--- config.mk ---
export PLATFORM = sky130hd
export DESIGN_NAME = gate_tester
export DESIGN_NICKNAME = d
export VERILOG_FILES = /design/src/rtl/gate_tester_pkg.sv /design/src/rtl/gate_tester_settle.sv /design/src/rtl/gate_tester.sv
export SDC_FILE = /design/constraint.sdc
export NUM_CORES = 1
export LEC_CHECK = 0
export CAP_MARGIN = 20
export CORE_MARGIN = 2
export CORE_UTILIZATION = 57
export CTS_BUF_LIST = sky130_fd_sc_hd__clkbuf_2 sky130_fd_sc_hd__clkbuf_4 sky130_fd_sc_hd__clkbuf_8
export CTS_CLUSTER_DIAMETER = 80
export DETAILED_ROUTE_END_ITERATION = 6
export PLACE_DENSITY = 0.81
export SLEW_MARGIN = 15
export SYNTH_ARGS = -nofsm -noshare
export SYNTH_HDL_FRONTEND = slang
export SYNTH_SLANG_ARGS = --single-unit
export TNS_END_PERCENT = 30
--- constraint.sdc ---
create_clock -name clk -period 2.2 [get_ports clk]
set_input_delay 0.44 -clock clk [delete_from_list [all_inputs] [get_ports clk]]
set_output_delay 0.44 -clock clk [all_outputs]
set_load 0.01 [all_outputs]
--- src/rtl/gate_tester_pkg.sv ---
// Shared constants for the 2-input gate self-checker: FSM state codes,
// truth tables of common lab gates, and a vector-index helper.
package gate_tester_pkg;

  typedef logic [1:0] state_t;

  localparam state_t IDLE   = 2'd0;
  localparam state_t DRIVE  = 2'd1;
  localparam state_t SAMPLE = 2'd2;
  localparam state_t FINISH = 2'd3;

  // Truth tables indexed by {a,b}: bit0 = a0b0 ... bit3 = a1b1
  localparam logic [3:0] TT_NOR  = 4'b0001;
  localparam logic [3:0] TT_OR   = 4'b1110;
  localparam logic [3:0] TT_AND  = 4'b1000;
  localparam logic [3:0] TT_NAND = 4'b0111;
  localparam logic [3:0] TT_XOR  = 4'b0110;

  function automatic logic [3:0] idx_bit(input logic [1:0] idx);
    return 4'b0001 << idx;
  endfunction

endpackage

--- src/rtl/gate_tester_settle.sv ---
// Load/count-down timer; expired is high while the count sits at zero.
module settle_timer #(
  parameter int W = 8
) (
  input  logic         clk,
  input  logic         rst,
  input  logic         load,
  input  logic [W-1:0] load_val,
  input  logic         en,
  output logic         expired
);

  logic [W-1:0] cnt;

  always_ff @(posedge clk) begin
    if (rst)
      cnt <= '0;
    else if (load)
      cnt <= load_val;
    else if (en && (cnt != '0))
      cnt <= cnt - 1'b1;
  end

  assign expired = (cnt == '0);

endmodule

--- src/rtl/gate_tester.sv ---
// Sweeps a 2-input gate under test through all four input vectors, compares
// its output against EXP_TT and reports per-vector failures, error count, pass.
module gate_tester
  import gate_tester_pkg::*;
#(
  parameter logic [3:0] EXP_TT     = TT_NOR,
  parameter int         SETTLE_CYC = 1,
  parameter int         NUM_PASSES = 1,
  parameter int         CNT_W      = 4
) (
  input  logic             clk,
  input  logic             rst,
  input  logic             start,
  output logic             dut_a,
  output logic             dut_b,
  input  logic             dut_y,
  output logic             busy,
  output logic             done,
  output logic             pass,
  output logic [3:0]       fail_mask,
  output logic [CNT_W-1:0] err_count
);

  // With no settle time a vector goes straight to its sampling cycle
  localparam state_t     FIRST_STATE = (SETTLE_CYC == 0) ? SAMPLE : DRIVE;
  localparam logic [7:0] SETTLE_LOAD = (SETTLE_CYC == 0) ? 8'd0 : 8'(SETTLE_CYC - 1);
  localparam logic [7:0] LAST_PASS   = 8'(NUM_PASSES - 1);

  state_t     state;
  logic [1:0] idx;
  logic [7:0] pass_cnt;
  logic       expired;
  logic       mismatch;
  logic       last_sample;
  logic [3:0] new_mask;

  settle_timer #(.W(8)) u_settle (
    .clk      (clk),
    .rst      (rst),
    .load     (state != DRIVE),
    .load_val (SETTLE_LOAD),
    .en       (state == DRIVE),
    .expired  (expired)
  );

  assign mismatch    = (dut_y != EXP_TT[idx]);
  assign new_mask    = fail_mask | (mismatch ? idx_bit(idx) : 4'b0000);
  assign last_sample = (idx == 2'd3) && (pass_cnt == LAST_PASS);

  always_ff @(posedge clk) begin
    if (rst) begin
      state     <= IDLE;
      idx       <= '0;
      pass_cnt  <= '0;
      dut_a     <= 1'b0;
      dut_b     <= 1'b0;
      busy      <= 1'b0;
      done      <= 1'b0;
      pass      <= 1'b0;
      fail_mask <= '0;
      err_count <= '0;
    end else begin
      done <= 1'b0;
      case (state)
        IDLE: begin
          if (start) begin
            state          <= FIRST_STATE;
            busy           <= 1'b1;
            pass           <= 1'b0;
            fail_mask      <= '0;
            err_count      <= '0;
            idx            <= '0;
            pass_cnt       <= '0;
            {dut_a, dut_b} <= 2'b00;
          end
        end
        DRIVE: begin
          if (expired)
            state <= SAMPLE;
        end
        SAMPLE: begin
          fail_mask <= new_mask;
          if (mismatch && (err_count != {CNT_W{1'b1}}))
            err_count <= err_count + 1'b1;
          // Index wraps 3 -> 0, so the outputs return to 00 on the way to FINISH
          idx            <= idx + 2'd1;
          {dut_a, dut_b} <= idx + 2'd1;
          if (idx == 2'd3)
            pass_cnt <= pass_cnt + 8'd1;
          if (last_sample) begin
            state <= FINISH;
            busy  <= 1'b0;
            done  <= 1'b1;
            pass  <= (new_mask == 4'b0000);
          end else begin
            state <= FIRST_STATE;
          end
        end
        FINISH: begin
          state <= IDLE;
        end
        default: state <= IDLE;
      endcase
    end
  end

endmodule

# ---- Yosys cells after proc, flatten, opt, wreduce, memory -nomap -nowiden
# Cells that the tools add are included.
dict set report classes {
  add_sub_neg 4
  n_lt_le_gt_ge 1
  eq_ne 12
  shift 1
  mux 25
  n_bitwise 2
  reduce_logical 16
}
# op n
set op_table {}
lappend op_table {{8-bit logical NOT} 2}
lappend op_table {{8-bit two-way mux} 2}
lappend op_table {{4-bit one-hot mux with 2 select lines} 2}
lappend op_table {{8-bit one-hot mux with 2 select lines} 1}
lappend op_table {{4-bit two-way mux} 3}
lappend op_table {{2-bit inequality test (second input constant)} 5}
lappend op_table {{3-bit AND reduction} 3}
lappend op_table {{8-bit by 1-bit adder with 8-bit output (second input constant)} 1}
lappend op_table {{2-bit two-way mux} 4}
lappend op_table {{1-bit one-hot mux with 2 select lines} 4}
lappend op_table {{2-bit one-hot mux with 4 select lines} 1}
lappend op_table {{8-bit nonzero test} 1}
lappend op_table {{8-bit by 1-bit subtractor with 8-bit output (second input constant)} 1}
lappend op_table {{2-bit == test (second input constant)} 3}
lappend op_table {{1-bit two-way mux} 6}
lappend op_table {{4-bit by 1-bit adder with 4-bit output (second input constant)} 1}
lappend op_table {{4-bit logical NOT} 1}
lappend op_table {{4-bit inequality test (second input constant)} 1}
lappend op_table {{4-bit bitwise OR} 1}
lappend op_table {{2-bit one-hot mux with 2 select lines} 1}
lappend op_table {{2-bit AND reduction} 2}
lappend op_table {{2-bit OR reduction} 2}
lappend op_table {{1-bit by 2-bit << shifter with 4-bit output (first input constant)} 1}
lappend op_table {{1-bit logical AND} 3}
lappend op_table {{9 further kinds} 9}
dict set report word_totals {
  regBits 33
  inputBits 4
  output_inout_bits 13
}

# ---- Logic depth before layout (Yosys ltp)
# Gate-level depths: netlist of the first run.
dict set report depth {
  word_depth 8
  mapped_depth 7
  depth_no_buf 7
}

# ---- By module
# Synthesis of the first run repeated with hierarchy kept, for this count alone.
dict set report hier_totals {
  hier_cells 190
  area_unflattened_um2 1655.3
}
# mod n_inst cells_per_inst area_each_um2
set modules_own_cells {}
lappend modules_own_cells {gate_tester 1 131 1139.8}
lappend modules_own_cells {settle_timer 1 59 515.5}

# ---- Worst setup path before layout of the first run
# No wires, ideal clock.
dict set report synth_path {
  path_kind {register -> register}
  start {reg dut_a (netlist name)}
  end {reg err_count[3]}
  setup_time_ns 0.070
  t_arrival_ns 1.765
  slack_ns 0.365
  stages_incl_launch_ff 8
  path_buffers 0
  path_cell_list {dfxtp_1 -> inv_1 -> ha_1 -> ha_1 -> nand2_1 -> o211ai_1 -> or4_1 -> a21oi_1}
}
# element line_no
set synth_rtl {}
lappend synth_rtl {{end signal, assigned} gate_tester.sv:84} ;# err_count <= err_count + 1'b1;
lappend synth_rtl {{end, declared} gate_tester.sv:21} ;# output logic [CNT_W-1:0] err_count

==> PnR_summary.wiki, run 1 <==
{| class="wikitable"
! Metric !! Value
|-
| Reg2Reg Depth || 7
|-
| Clock slew at the register clock pins of the worst setup and hold paths || 90 ps
|-
| Final nets || 211
|-
| Area fraction in compound gates after synthesis || 0.107
|-
| Internal power || 0.000723 W
|-
| Port buffer count || 16
|-
| First-pass GRT wire length || 5.35 mm
|-
| Post-synthesis share of cell area spent on full adders, half adders and majority gates || 0.0836
|-
| Min-delay src || busy$_SDFFE_PP0P_
|-
| Row count || 18
|-
| Final critical path time including I/O delays and setup || 1890 ps
|-
| Area share of xor/xnor cells in the synthesized design || 0.0761
|-
| Clock tree from TritonCTS || done
|-
| Cells after synthesis || 177
|-
| Global route overflow || 0
|-
| Number of buffers created by CTS || 5
|-
| Clock skew after layout || 6.53 ps
|-
| Number of antenna violations at the first check in global routing || 0
|-
| Number of global-route vias before repair || 1238
|-
| Tightest Pin Transition || 619 ps
|-
| Switching share of power || 0.235
|-
| Post_cts resized || 0
|-
| Die Y || 55.2 um
|-
| Total die area || 3050 um^2
|-
| Number of DRC violations after detailed routing || 0
|-
| Synthesized netlist net count || 191
|-
| Critical path peak fanout || 5
|-
| Number of fillers in the final layout || 217
|-
| Cells after DPL || 220
|-
| GR Util All Layers || 0.220
|-
| Critical Path End Type || flop
|-
| Critical path start-end classification || flop to flop
|-
| Number of vias after detailed routing || 1284
|-
| Reg-to-Reg Start || dut_b$_SDFFE_PP0P_
|-
| Count of boundary I/O pins || 17
|-
| Count of distinct cell types in the synthesized netlist || 34
|-
| Sequential area share after synthesis || 0.415
|-
| Post-Syn Area || 1500 um^2
|-
| Clock root cell || sky130_fd_sc_hd__clkbuf_4
|-
| Leak Pwr || 0.624 nW
|-
| Capture instance of the worst register-to-register path || err_count[3]$_SDFFE_PP0P_
|-
| Final period util || 0.859
|-
| Mux contribution to synthesized area || 0.0201
|-
| Total negative setup slack || 0 ps
|-
| Clk sink count || 31
|-
| Pwr dens || 543 nW/um^2
|-
| Flops & latches, synth || 31
|-
| Hold EP || busy$_SDFFE_PP0P_
|-
| Switching power || 0.000222 W
|-
| Worst Setup Start Kind || flop
|-
| Setup repair after global routing missed its margin || no
|-
| Maximum resistive drop on vdd || 0.471 mV
|-
| Worst-skew pair later-pin latency || 320 ps
|-
| Average via count per standard cell || 5.68
|-
| Maximum buffer depth of the clock tree || 2
|-
| Slew headroom || 0.576
|-
| Routed wire length || 3.03 mm
|-
| Number of inserted diodes || 0
|-
| Reg-to-reg slack, setup || 310 ps
|-
| Worst hold path type || flop to flop
|-
| Area growth from synthesis to layout || 16.4%
|-
| First-pass detailed-route iteration total || 4
|-
| Average size of a mapped cell || 8.45 um^2
|-
| Setup repair bufs after CTS || 0
|-
| DRT antenna net count || 0
|-
| Number of endpoints with negative hold slack in the final report || 0
|-
| H-Tree Level Count || 2
|-
| Final setup violation count || 0
|-
| Combinational Power Share || 0.075
|-
| X dimension of the die || 55.2 um
|-
| Post-Synth Simple-Gate Area || 0.263
|-
| Final number of max-transition violations || 0
|-
| Number of violations reported at the end of detailed-routing iteration 0 || 33
|-
| Post-DR wirelength/cell || 13.4 um
|-
| Proportion of layout cells with a drive suffix above 1 || 0.0561
|-
| Share of total power in sequential cells || 0.611
|-
| Core box area || 2480 um^2
|-
| Non-filler instance count after layout || 226
|-
| Clock network fraction of total power || 0.314
|-
| Highest clock rate || 529 MHz
|-
| Maximum number of pins on one net before global-route repair || 19
|-
| Count of maximum capacitance violations || 0
|-
| Arr. time, crit path || 2150 ps
|-
| Starting Density || 0.604
|-
| Final RePlAce weighted congestion || 0.827
|-
| HPWL Detailed || 2.24 mm
|-
| Status || finished, final reports clean
|-
| Number of buffers inserted by hold repair at cts || 0
|-
| Warnings from Yosys || 0
|-
| Worst endpoint required time || 2460 ps
|-
| Largest family of logic cells by synthesized area || simple AND/OR/NAND/NOR gates
|-
| Depth of the worst hold-timing path || 2
|}
[registers in the layout, indices dropped and copies added, names as in the netlist]
signal	flops
dut_a	1
done	1
u_settle.cnt	8
err_count	4
fail_mask	4
pass	1
busy	1
pass_cnt	8
state	2
dut_b	1
[metrics by stage]
stage,setup slack [ps],area (um^2),power (W),utilization,hold WS [ps]
after floorplan,365,1500,0.000631,-,453
after global placement,117,1700,0.000658,0.685,441
after detailed placement,29.8,1700,0.000661,0.685,451
after CTS,294,1740,0.000956,0.703,463
after global routing,168,1740,0.000990,0.703,509
final,311,1740,0.000945,0.703,460
[worst max path at each step]
stage / start / to / slack, ps / cells after the start
3_5_place_dp: dut_y / err_count[3]$_SDFFE_PP0P_ / 30 / 7
3_3_place_gp: dut_y / err_count[3]$_SDFFE_PP0P_ / 120 / 7
2_1_floorplan: dut_a$_SDFFE_PP0P_ / err_count[3]$_SDFFE_PP0P_ / 370 / 7
6_report: dut_b$_SDFFE_PP0P_ / err_count[3]$_SDFFE_PP0P_ / 310 / 7
5_1_grt: dut_b$_SDFFE_PP0P_ / err_count[3]$_SDFFE_PP0P_ / 170 / 7
4_1_cts: dut_b$_SDFFE_PP0P_ / err_count[3]$_SDFFE_PP0P_ / 290 / 7
[synthesized netlist by cell type]
cell | n | area share
sky130_fd_sc_hd__nor4_1 | 4 | 0.017
sky130_fd_sc_hd__nor2b_1 | 3 | 0.013
sky130_fd_sc_hd__ha_1 | 10 | 0.084
sky130_fd_sc_hd__nor4b_1 | 1 | 0.0059
sky130_fd_sc_hd__a21oi_1 | 12 | 0.040
sky130_fd_sc_hd__or4_1 | 3 | 0.015
sky130_fd_sc_hd__a31oi_1 | 2 | 0.0084
sky130_fd_sc_hd__or3_1 | 1 | 0.0042
sky130_fd_sc_hd__buf_2 | 1 | 0.0033
sky130_fd_sc_hd__xor2_1 | 5 | 0.029
sky130_fd_sc_hd__nand4b_1 | 1 | 0.0059
sky130_fd_sc_hd__o211ai_1 | 2 | 0.010
sky130_fd_sc_hd__mux2i_1 | 3 | 0.020
sky130_fd_sc_hd__nand3b_1 | 1 | 0.0050
sky130_fd_sc_hd__o21ai_0 | 5 | 0.017
sky130_fd_sc_hd__dfxtp_1 | 31 | 0.41
sky130_fd_sc_hd__nor2_1 | 29 | 0.073
sky130_fd_sc_hd__nor4bb_1 | 1 | 0.0067
sky130_fd_sc_hd__nor3b_1 | 1 | 0.0050
sky130_fd_sc_hd__nand2b_1 | 4 | 0.017
sky130_fd_sc_hd__nand2_1 | 12 | 0.030
sky130_fd_sc_hd__inv_1 | 7 | 0.018
sky130_fd_sc_hd__a211oi_1 | 1 | 0.0050
sky130_fd_sc_hd__nand4_1 | 3 | 0.013
sky130_fd_sc_hd__o31ai_1 | 1 | 0.0050
sky130_fd_sc_hd__nor3_1 | 7 | 0.023
sky130_fd_sc_hd__xnor2_1 | 8 | 0.047
sky130_fd_sc_hd__or3b_2 | 1 | 0.0059
sky130_fd_sc_hd__o21bai_1 | 1 | 0.0050
sky130_fd_sc_hd__clkbuf_1 | 6 | 0.015
sky130_fd_sc_hd__a22oi_1 | 1 | 0.0050
sky130_fd_sc_hd__o2111ai_1 | 2 | 0.012
sky130_fd_sc_hd__or2_1 | 1 | 0.0042
sky130_fd_sc_hd__nand3_1 | 6 | 0.020
[worst max-delay path, cell delays in order (launching register included)]
cell	delay, ps
sky130_fd_sc_hd__dfxtp_1	420
sky130_fd_sc_hd__inv_1	90
sky130_fd_sc_hd__ha_1	190
sky130_fd_sc_hd__ha_1	280
sky130_fd_sc_hd__nand2_1	90
sky130_fd_sc_hd__o211ai_1	110
sky130_fd_sc_hd__or4_1	490
sky130_fd_sc_hd__a21oi_1	160
[area by class of cell]
type                       count  area (um^2)  share of cell area
timing repair buffer          20          190               0.109
sequential                    31          621               0.356
tap                           30         37.5              0.0216
inverter                       7         26.3              0.0151
clock buffer                   6         45.0              0.0259
multi-input combinational    132          822               0.472
[cell usage in the layout (no fill, tap or decap)]
cell | Yosys | layout
sky130_fd_sc_hd__nand4_1 | 3 | 3
sky130_fd_sc_hd__o31ai_1 | 1 | 1
sky130_fd_sc_hd__clkbuf_4 | 0 | 6
sky130_fd_sc_hd__nor2_1 | 29 | 29
sky130_fd_sc_hd__a21oi_1 | 12 | 12
sky130_fd_sc_hd__nor2b_1 | 3 | 3
sky130_fd_sc_hd__inv_1 | 7 | 7
sky130_fd_sc_hd__nand3b_1 | 1 | 1
sky130_fd_sc_hd__nor4bb_1 | 1 | 1
sky130_fd_sc_hd__a211oi_1 | 1 | 1
sky130_fd_sc_hd__or3b_2 | 1 | 1
sky130_fd_sc_hd__nand2_1 | 12 | 12
sky130_fd_sc_hd__o21bai_1 | 1 | 1
sky130_fd_sc_hd__mux2i_1 | 3 | 3
sky130_fd_sc_hd__nand4b_1 | 1 | 1
sky130_fd_sc_hd__o211ai_1 | 2 | 2
sky130_fd_sc_hd__or2_1 | 1 | 1
sky130_fd_sc_hd__xnor2_1 | 8 | 8
sky130_fd_sc_hd__nor4_1 | 4 | 4
sky130_fd_sc_hd__a22oi_1 | 1 | 1
sky130_fd_sc_hd__dfxtp_1 | 31 | 31
sky130_fd_sc_hd__nand2b_1 | 4 | 4
sky130_fd_sc_hd__or3_1 | 1 | 1
sky130_fd_sc_hd__a31oi_1 | 2 | 2
sky130_fd_sc_hd__nor3b_1 | 1 | 1
sky130_fd_sc_hd__nand3_1 | 6 | 6
sky130_fd_sc_hd__nor4b_1 | 1 | 1
sky130_fd_sc_hd__o2111ai_1 | 2 | 2
sky130_fd_sc_hd__clkdlybuf4s50_1 | 0 | 16
sky130_fd_sc_hd__ha_1 | 10 | 10
sky130_fd_sc_hd__buf_4 | 0 | 4
sky130_fd_sc_hd__or4_1 | 3 | 3
sky130_fd_sc_hd__o21ai_0 | 5 | 5
sky130_fd_sc_hd__nor3_1 | 7 | 7
sky130_fd_sc_hd__xor2_1 | 5 | 5
[power by group through the flow]
stage	Clock [W]	Sequential (W)	Combinational, W
after detailed placement	0	0.000590	0.0000703
after floorplan	0	0.000584	0.0000465
after global routing	0.000332	0.000579	0.0000794
final	0.000297	0.000577	0.0000708
after CTS	0.000308	0.000577	0.0000708
after global placement	0	0.000590	0.0000678
[per-layer routing]
metal | track usage | routed length, um | vias to the layer above
met5 | 0 | 0 | -
met4 | 0.0976 | 52 | 0
met3 | 0.0656 | 124 | 8
met2 | 0.350 | 1430 | 25
met1 | 0.275 | 1420 | 602
li1 | - | - | 649
[logic make-up after synthesis]
kind of cell	after synthesis
compound gates	27
xor+xnor	13
fa+ha+maj	10
mux	3
simple gates	79
buf+inv	14
flops	31
(Power assumes the default switching activity.)
==> inputs of run 2 (changes only) <==
Settings changed: CORE_UTILIZATION 57 to 50, PLACE_DENSITY 0.81 to 0.72.
==> PnR_summary.wiki, run 2 (synthesis gave the netlist of run 1 again) <==
{| class="wikitable"
! Metric !! Value
|-
| Non-filler instance count after layout || 228 (was 226)
|-
| Worst hold path type || flop to flop (unchanged)
|-
| Clock root cell || sky130_fd_sc_hd__clkbuf_4 (unchanged)
|-
| X dimension of the die || 58.7 um (was 55.2 um)
|-
| Number of buffers created by CTS || 5 (unchanged)
|-
| Cells after DPL || 221 (was 220)
|-
| Reg2Reg Depth || 7 (unchanged)
|-
| Switching power || 0.000236 W (was 0.000222 W)
|-
| Proportion of layout cells with a drive suffix above 1 || 0.0609 (was 0.0561)
|-
| Clock slew at the register clock pins of the worst setup and hold paths || 90 ps (about the same)
|-
| Starting Density || 0.533 (was 0.604)
|-
| Leak Pwr || 0.630 nW (was 0.624 nW)
|-
| H-Tree Level Count || 2 (unchanged)
|-
| GR Util All Layers || 0.223 (was 0.220)
|-
| Status || finished, final reports clean (unchanged)
|-
| Capture instance of the worst register-to-register path || err_count[3]$_SDFFE_PP0P_ (unchanged)
|-
| Number of antenna violations at the first check in global routing || 0 (unchanged)
|-
| Setup repair after global routing missed its margin || no (unchanged)
|-
| Final critical path time including I/O delays and setup || 1920 ps (was 1890 ps)
|-
| Number of vias after detailed routing || 1283 (was 1284)
|-
| Global route overflow || 0 (unchanged)
|-
| Core box area || 2810 um^2 (was 2480 um^2)
|-
| Total negative setup slack || 0 ps (unchanged)
|-
| Final number of max-transition violations || 0 (unchanged)
|-
| Maximum buffer depth of the clock tree || 2 (unchanged)
|-
| Clock tree from TritonCTS || done (unchanged)
|-
| Number of violations reported at the end of detailed-routing iteration 0 || 115 (was 33)
|-
| Number of inserted diodes || 0 (unchanged)
|-
| Final setup violation count || 0 (unchanged)
|-
| Registers with the most flip-flops || pass_cnt (8), u_settle.cnt (8) (unchanged)
|-
| Die Y || 58.7 um (was 55.2 um)
|-
| Number of global-route vias before repair || 1294 (was 1238)
|-
| Maximum resistive drop on vdd || 0.433 mV (was 0.471 mV)
|-
| Critical Path End Type || flop (unchanged)
|-
| Most frequent cells in the layout || sky130_fd_sc_hd__dfxtp_1, sky130_fd_sc_hd__nor2_1, sky130_fd_sc_hd__clkdlybuf4s50_1, sky130_fd_sc_hd__nand2_1, sky130_fd_sc_hd__a21oi_1 (unchanged)
|-
| DRT antenna net count || 0 (unchanged)
|-
| Most common library cell in the layout ignoring fill and taps || sky130_fd_sc_hd__dfxtp_1 (unchanged)
|-
| Worst endpoint required time || 2460 ps (about the same)
|-
| Total die area || 3450 um^2 (was 3050 um^2)
|-
| Clk sink count || 31 (unchanged)
|-
| Final nets || 211 (unchanged)
|-
| Clock network fraction of total power || 0.339 (was 0.314)
|-
| Setup repair bufs after CTS || 0 (unchanged)
|-
| Highest clock rate || 522 MHz (was 529 MHz)
|-
| Critical path peak fanout || 5 (unchanged)
|-
| Source of the critical timing path || dut_b$_SDFFE_PP0P_ (unchanged)
|-
| Critical path start-end classification || flop to flop (unchanged)
|-
| Share of total power in sequential cells || 0.588 (was 0.611)
|-
| Clock skew after layout || 8.52 ps (was 6.53 ps)
|-
| Final period util || 0.871 (was 0.859)
|-
| Arr. time, crit path || 2180 ps (was 2150 ps)
|-
| Tightest Pin Transition || 683 ps (was 619 ps)
|-
| Average via count per standard cell || 5.63 (was 5.68)
|-
| Number of DRC violations after detailed routing || 0 (unchanged)
|-
| Port buffer count || 16 (unchanged)
|-
| Pwr dens || 560 nW/um^2 (was 543 nW/um^2)
|-
| Worst-skew pair later-pin latency || 320 ps (about the same)
|-
| Area growth from synthesis to layout || 17.2% (was 16.4%)
|-
| End of the critical path || err_count[3]$_SDFFE_PP0P_ (unchanged)
|-
| Number of buffers inserted by hold repair at cts || 0 (unchanged)
|-
| Count of maximum capacitance violations || 0 (unchanged)
|-
| Tot Pwr || 0.000982 W (was 0.000945 W)
|-
| Combinational Power Share || 0.072 (was 0.075)
|-
| Worst Setup Start Kind || flop (unchanged)
|-
| Switching share of power || 0.241 (was 0.235)
|-
| Internal power || 0.000745 W (was 0.000723 W)
|-
| Reg-to-Reg Start || dut_b$_SDFFE_PP0P_ (unchanged)
|-
| First-pass detailed-route iteration total || 5 (was 4)
|-
| Row count || 19 (was 18)
|-
| Count of boundary I/O pins || 17 (unchanged)
|-
| HPWL Detailed || 2.34 mm (was 2.24 mm)
|-
| Post-DR wirelength/cell || 14.2 um (was 13.4 um)
|-
| First-pass GRT wire length || 5.77 mm (was 5.35 mm)
|-
| Routed wire length || 3.23 mm (was 3.03 mm)
|-
| Min-delay src || busy$_SDFFE_PP0P_ (unchanged)
|-
| Maximum number of pins on one net before global-route repair || 19 (unchanged)
|-
| Slew headroom || 0.532 (was 0.576)
|-
| Number of endpoints with negative hold slack in the final report || 0 (unchanged)
|-
| Post_cts resized || 0 (unchanged)
|-
| Final RePlAce weighted congestion || 0.807 (was 0.827)
|-
| Reg-to-reg slack, setup || 280 ps (was 310 ps)
|}
run 2: cell count changes in the layout (fill, tap and decap cells not counted), sizes merged:
cell    delta
clkinv     +1
run 2: how the worst min path moves through the flow:
stage,cells after the start,end
after CTS,2,busy$_SDFFE_PP0P_
after detailed placement,2,busy$_SDFFE_PP0P_
after floorplan,2,u_settle.cnt[4]$_SDFFE_PP0P_
final,2,busy$_SDFFE_PP0P_
after global routing,2,busy$_SDFFE_PP0P_
after global placement,2,busy$_SDFFE_PP0P_
run 2: layout make-up:
class	instances	area (um^2)
Fill cell	241	1050
Inverter	7	26.3
Tap cell	31	38.8
Clock buffer	6	51.3
Sequential cell	31	621
Timing Repair Buffer	20	190
Multi-Input combinational cell	132	822
Clock inverter	1	5.00
run 2: power by group through the flow:
stage	logic (W)	registers (W)	clock network, W
global route	0.0000791	0.000580	0.000376
floorplan	0.0000465	0.000584	0
finish	0.0000709	0.000578	0.000333
CTS	0.0000704	0.000577	0.000349
detailed placement	0.0000702	0.000590	0
global placement	0.0000683	0.000590	0
run 2: routing by layer:
layer	GRT usage	wire length, um	share of wire	up-vias
li1	-	-	-	652
met1	0.269	1360	0.42	593
met2	0.369	1660	0.51	33
met3	0.0484	165	0.051	5
met4	0.123	51	0.016	0
met5	0	0	0	-
run 2: per-stage QoR:
step | hold WS, ps | instance area [um^2] | setup slack (ps) | util
3_5_place_dp | 457 | 1700 | 42.5 | 0.605
6_report | 463 | 1750 | 284 | 0.625
5_1_grt | 508 | 1750 | 133 | 0.625
2_1_floorplan | 453 | 1500 | 365 | -
4_1_cts | 471 | 1750 | 300 | 0.625
3_3_place_gp | 446 | 1700 | 111 | 0.605
run 2: worst max-delay path, cell delays in order (launching register included):
cell and delay [ps]:
sky130_fd_sc_hd__dfxtp_1 440, sky130_fd_sc_hd__inv_1 90, sky130_fd_sc_hd__ha_1 190, sky130_fd_sc_hd__ha_1 280, sky130_fd_sc_hd__nand2_1 100, sky130_fd_sc_hd__o211ai_1 110
sky130_fd_sc_hd__or4_1 500, sky130_fd_sc_hd__a21oi_1 150
==> variant: new RTL, flow settings as in run 2 <==
Register the inputs `start` and `dut_y` before use, without a reset. The logic sees them one clock later.
--- a/src/rtl/gate_tester.sv
+++ b/src/rtl/gate_tester.sv
@@ -26,6 +26,14 @@
   localparam logic [7:0] SETTLE_LOAD = (SETTLE_CYC == 0) ? 8'd0 : 8'(SETTLE_CYC - 1);
   localparam logic [7:0] LAST_PASS   = 8'(NUM_PASSES - 1);
 
+  logic start_q;
+  logic dut_y_q;
+
+  always_ff @(posedge clk) begin
+    start_q <= start;
+    dut_y_q <= dut_y;
+  end
+
   state_t     state;
   logic [1:0] idx;
   logic [7:0] pass_cnt;
@@ -43,7 +51,7 @@
     .expired  (expired)
   );
 
-  assign mismatch    = (dut_y != EXP_TT[idx]);
+  assign mismatch    = (dut_y_q != EXP_TT[idx]);
   assign new_mask    = fail_mask | (mismatch ? idx_bit(idx) : 4'b0000);
   assign last_sample = (idx == 2'd3) && (pass_cnt == LAST_PASS);
 
@@ -63,7 +71,7 @@
       done <= 1'b0;
       case (state)
         IDLE: begin
-          if (start) begin
+          if (start_q) begin
             state          <= FIRST_STATE;
             busy           <= 1'b1;
             pass           <= 1'b0;
Behaviour: not the same (Yosys sat finds a counterexample within 4 cycles, from zero or initial values and one cycle with rst high).
==> variant against run 2 <==
Power is 7.3% higher; sequential share of layout area is 1.6 points higher; clock power is 11% higher; cell area is 1.8% higher; worst setup slack worse by 0.053 ns; area after synthesis is 2.7% higher; routed wire length is 1.1% lower; sequential cell count is 2 higher.
==> variant: results (changes against run 2) <==
Worst hold path
  – Hold EP: u_settle.cnt[4]
  – Hold Path Origin: u_settle.cnt[4]

Global routing
  – First-pass GRT wire length: 5410 um (-6.2%)
  – Vias in the first global route: 1224 (-5.4%)
  – Total Routing Usage GR: 20.8% (-1.5 points)

Run status
  – Status: completed

Route
  – Pre-Repair DR Iteration Count: 4 (-1)
  – Drt initial violations: 58 (-50%)
  – Via count: 1303 (+1.6%)
  – Drt total wl: 3190 um (-1.1%)
  – Drt via density: 5.64 (+0.24%)

Logic synthesis
  – Mapped Avg Cell Area: 8.58 um^2 (+1.5%)
  – Top cells by count, synth: dfxtp_1 (33), nor2_1 (29), a21oi_1 (12), nand2_1 (12), ha_1 (10)
  – Top post-synthesis cells by area: dfxtp_1 (43%), ha_1 (8.1%), nor2_1 (7.1%), xnor2_1 (4.6%), a21oi_1 (3.9%)
  – Net Count, Synth: 193 (+1.0%)
  – Sequential cell area fraction in the yosys report: 43.0% (+1.5 points)

Clock network
  – Root Driver: clkbuf_4
  – Reg clk slew, reported paths: 0.10 ns
  – CTS Buf Count: 5 (unchanged)
  – Clock Latency Late Sink: 0.35 ns (+0.03 ns)
  – Setup Buffers After CTS: 0 (unchanged)

Worst setup path
  – Data arrival time of the worst path: 2.25 ns (+0.07 ns)
  – Worst flop-to-flop path startpoint: dut_a
  – Worst Reg-to-Reg Cells: 7 (unchanged)
  – Reg2reg setup slack: 0.23 ns (-0.05 ns)

Finish
  – Regs by FF count: pass_cnt (8), u_settle.cnt (8)
  – Layout cells sized above 1: 5.56% (-0.54 points)

Power and ir drop
  – Pleak: 0.640 nW (+1.6%)
  – Worst vdd ir: 0.000385 V (-11%)

Placed design
  – Final GP Congestion: 0.853 (+5.7%)
  – Post-placement cell count: 223 (+0.90%)
  – Placed cell area: 1730 um^2 (+1.6%)
  – Dpl hpwl: 2330 um (-0.31%)
  – DP Worst Slack: 0.253 ns (+0.211 ns)

Timing
  – Rel. slew slack: 50.3% (-2.8 points)
  – Final Skew: 0.00552 ns (-0.00300 ns)
  – Hold slack: 0.499 ns (+0.0352 ns)
[variant: cell count changes after synthesis, sizes merged]
| cell | delta |
|---|---|
| dfxtp | +2 |
[variant: area by class of cell]
class | instances | area (um^2)
clock buffers | 8 | 60.1
fillers | 270 | 1190
inverters | 7 | 26.3
multi-input cells | 132 | 822
flip-flops and latches | 33 | 661
well taps | 33 | 41.3
repair buffers | 18 | 175
[variant: worst max path at each step]
stage	start	end	slack, ns	cells after the start
global placement	dut_a	err_count[3]	0.36	7
global route	dut_a	err_count[3]	0.06	7
floorplan	dut_a	err_count[3]	0.37	7
finish	dut_a	err_count[3]	0.23	7
CTS	dut_a	err_count[3]	0.23	7
detailed placement	dut_a	err_count[3]	0.25	7
[variant: routing by layer]
| layer | global-route usage [%] | vias to the layer above | share of wire [%] |
|---|---|---|---|
| met5 | 0 | - | 0 |
| met4 | 10.1 | 0 | 2.1 |
| met3 | 7.21 | 7 | 3.9 |
| met2 | 33.8 | 24 | 51 |
| met1 | 24.2 | 619 | 43 |
| li1 | - | 653 | - |
[variant: logic make-up after synthesis]
group                    count (synthesis)  share of synthesized area (%)
adder cells (fa/ha/maj)                 10                           8.14
XOR/XNOR                                13                           7.41
flip-flops                              33                           43.0
AO/OA/AOI/OAI                           27                           10.4
AND/OR/NAND/NOR                         79                           25.6
multiplexers                             3                           1.95
buffers and inverters                   14                           3.50
[variant: report_power, final]
part           switching [mW]  internal (mW)
Combinational          0.0376         0.0284
Clock                   0.206          0.164
Sequential             0.0134          0.605
[variant: worst max-delay path, stage by stage, from the launching register on]
cell and delay [ns]:
dfxtp_1 0.42, inv_1 0.09, ha_1 0.20, ha_1 0.33
nand2_1 0.11, o211ai_1 0.12, or4_1 0.49, a21oi_1 0.16
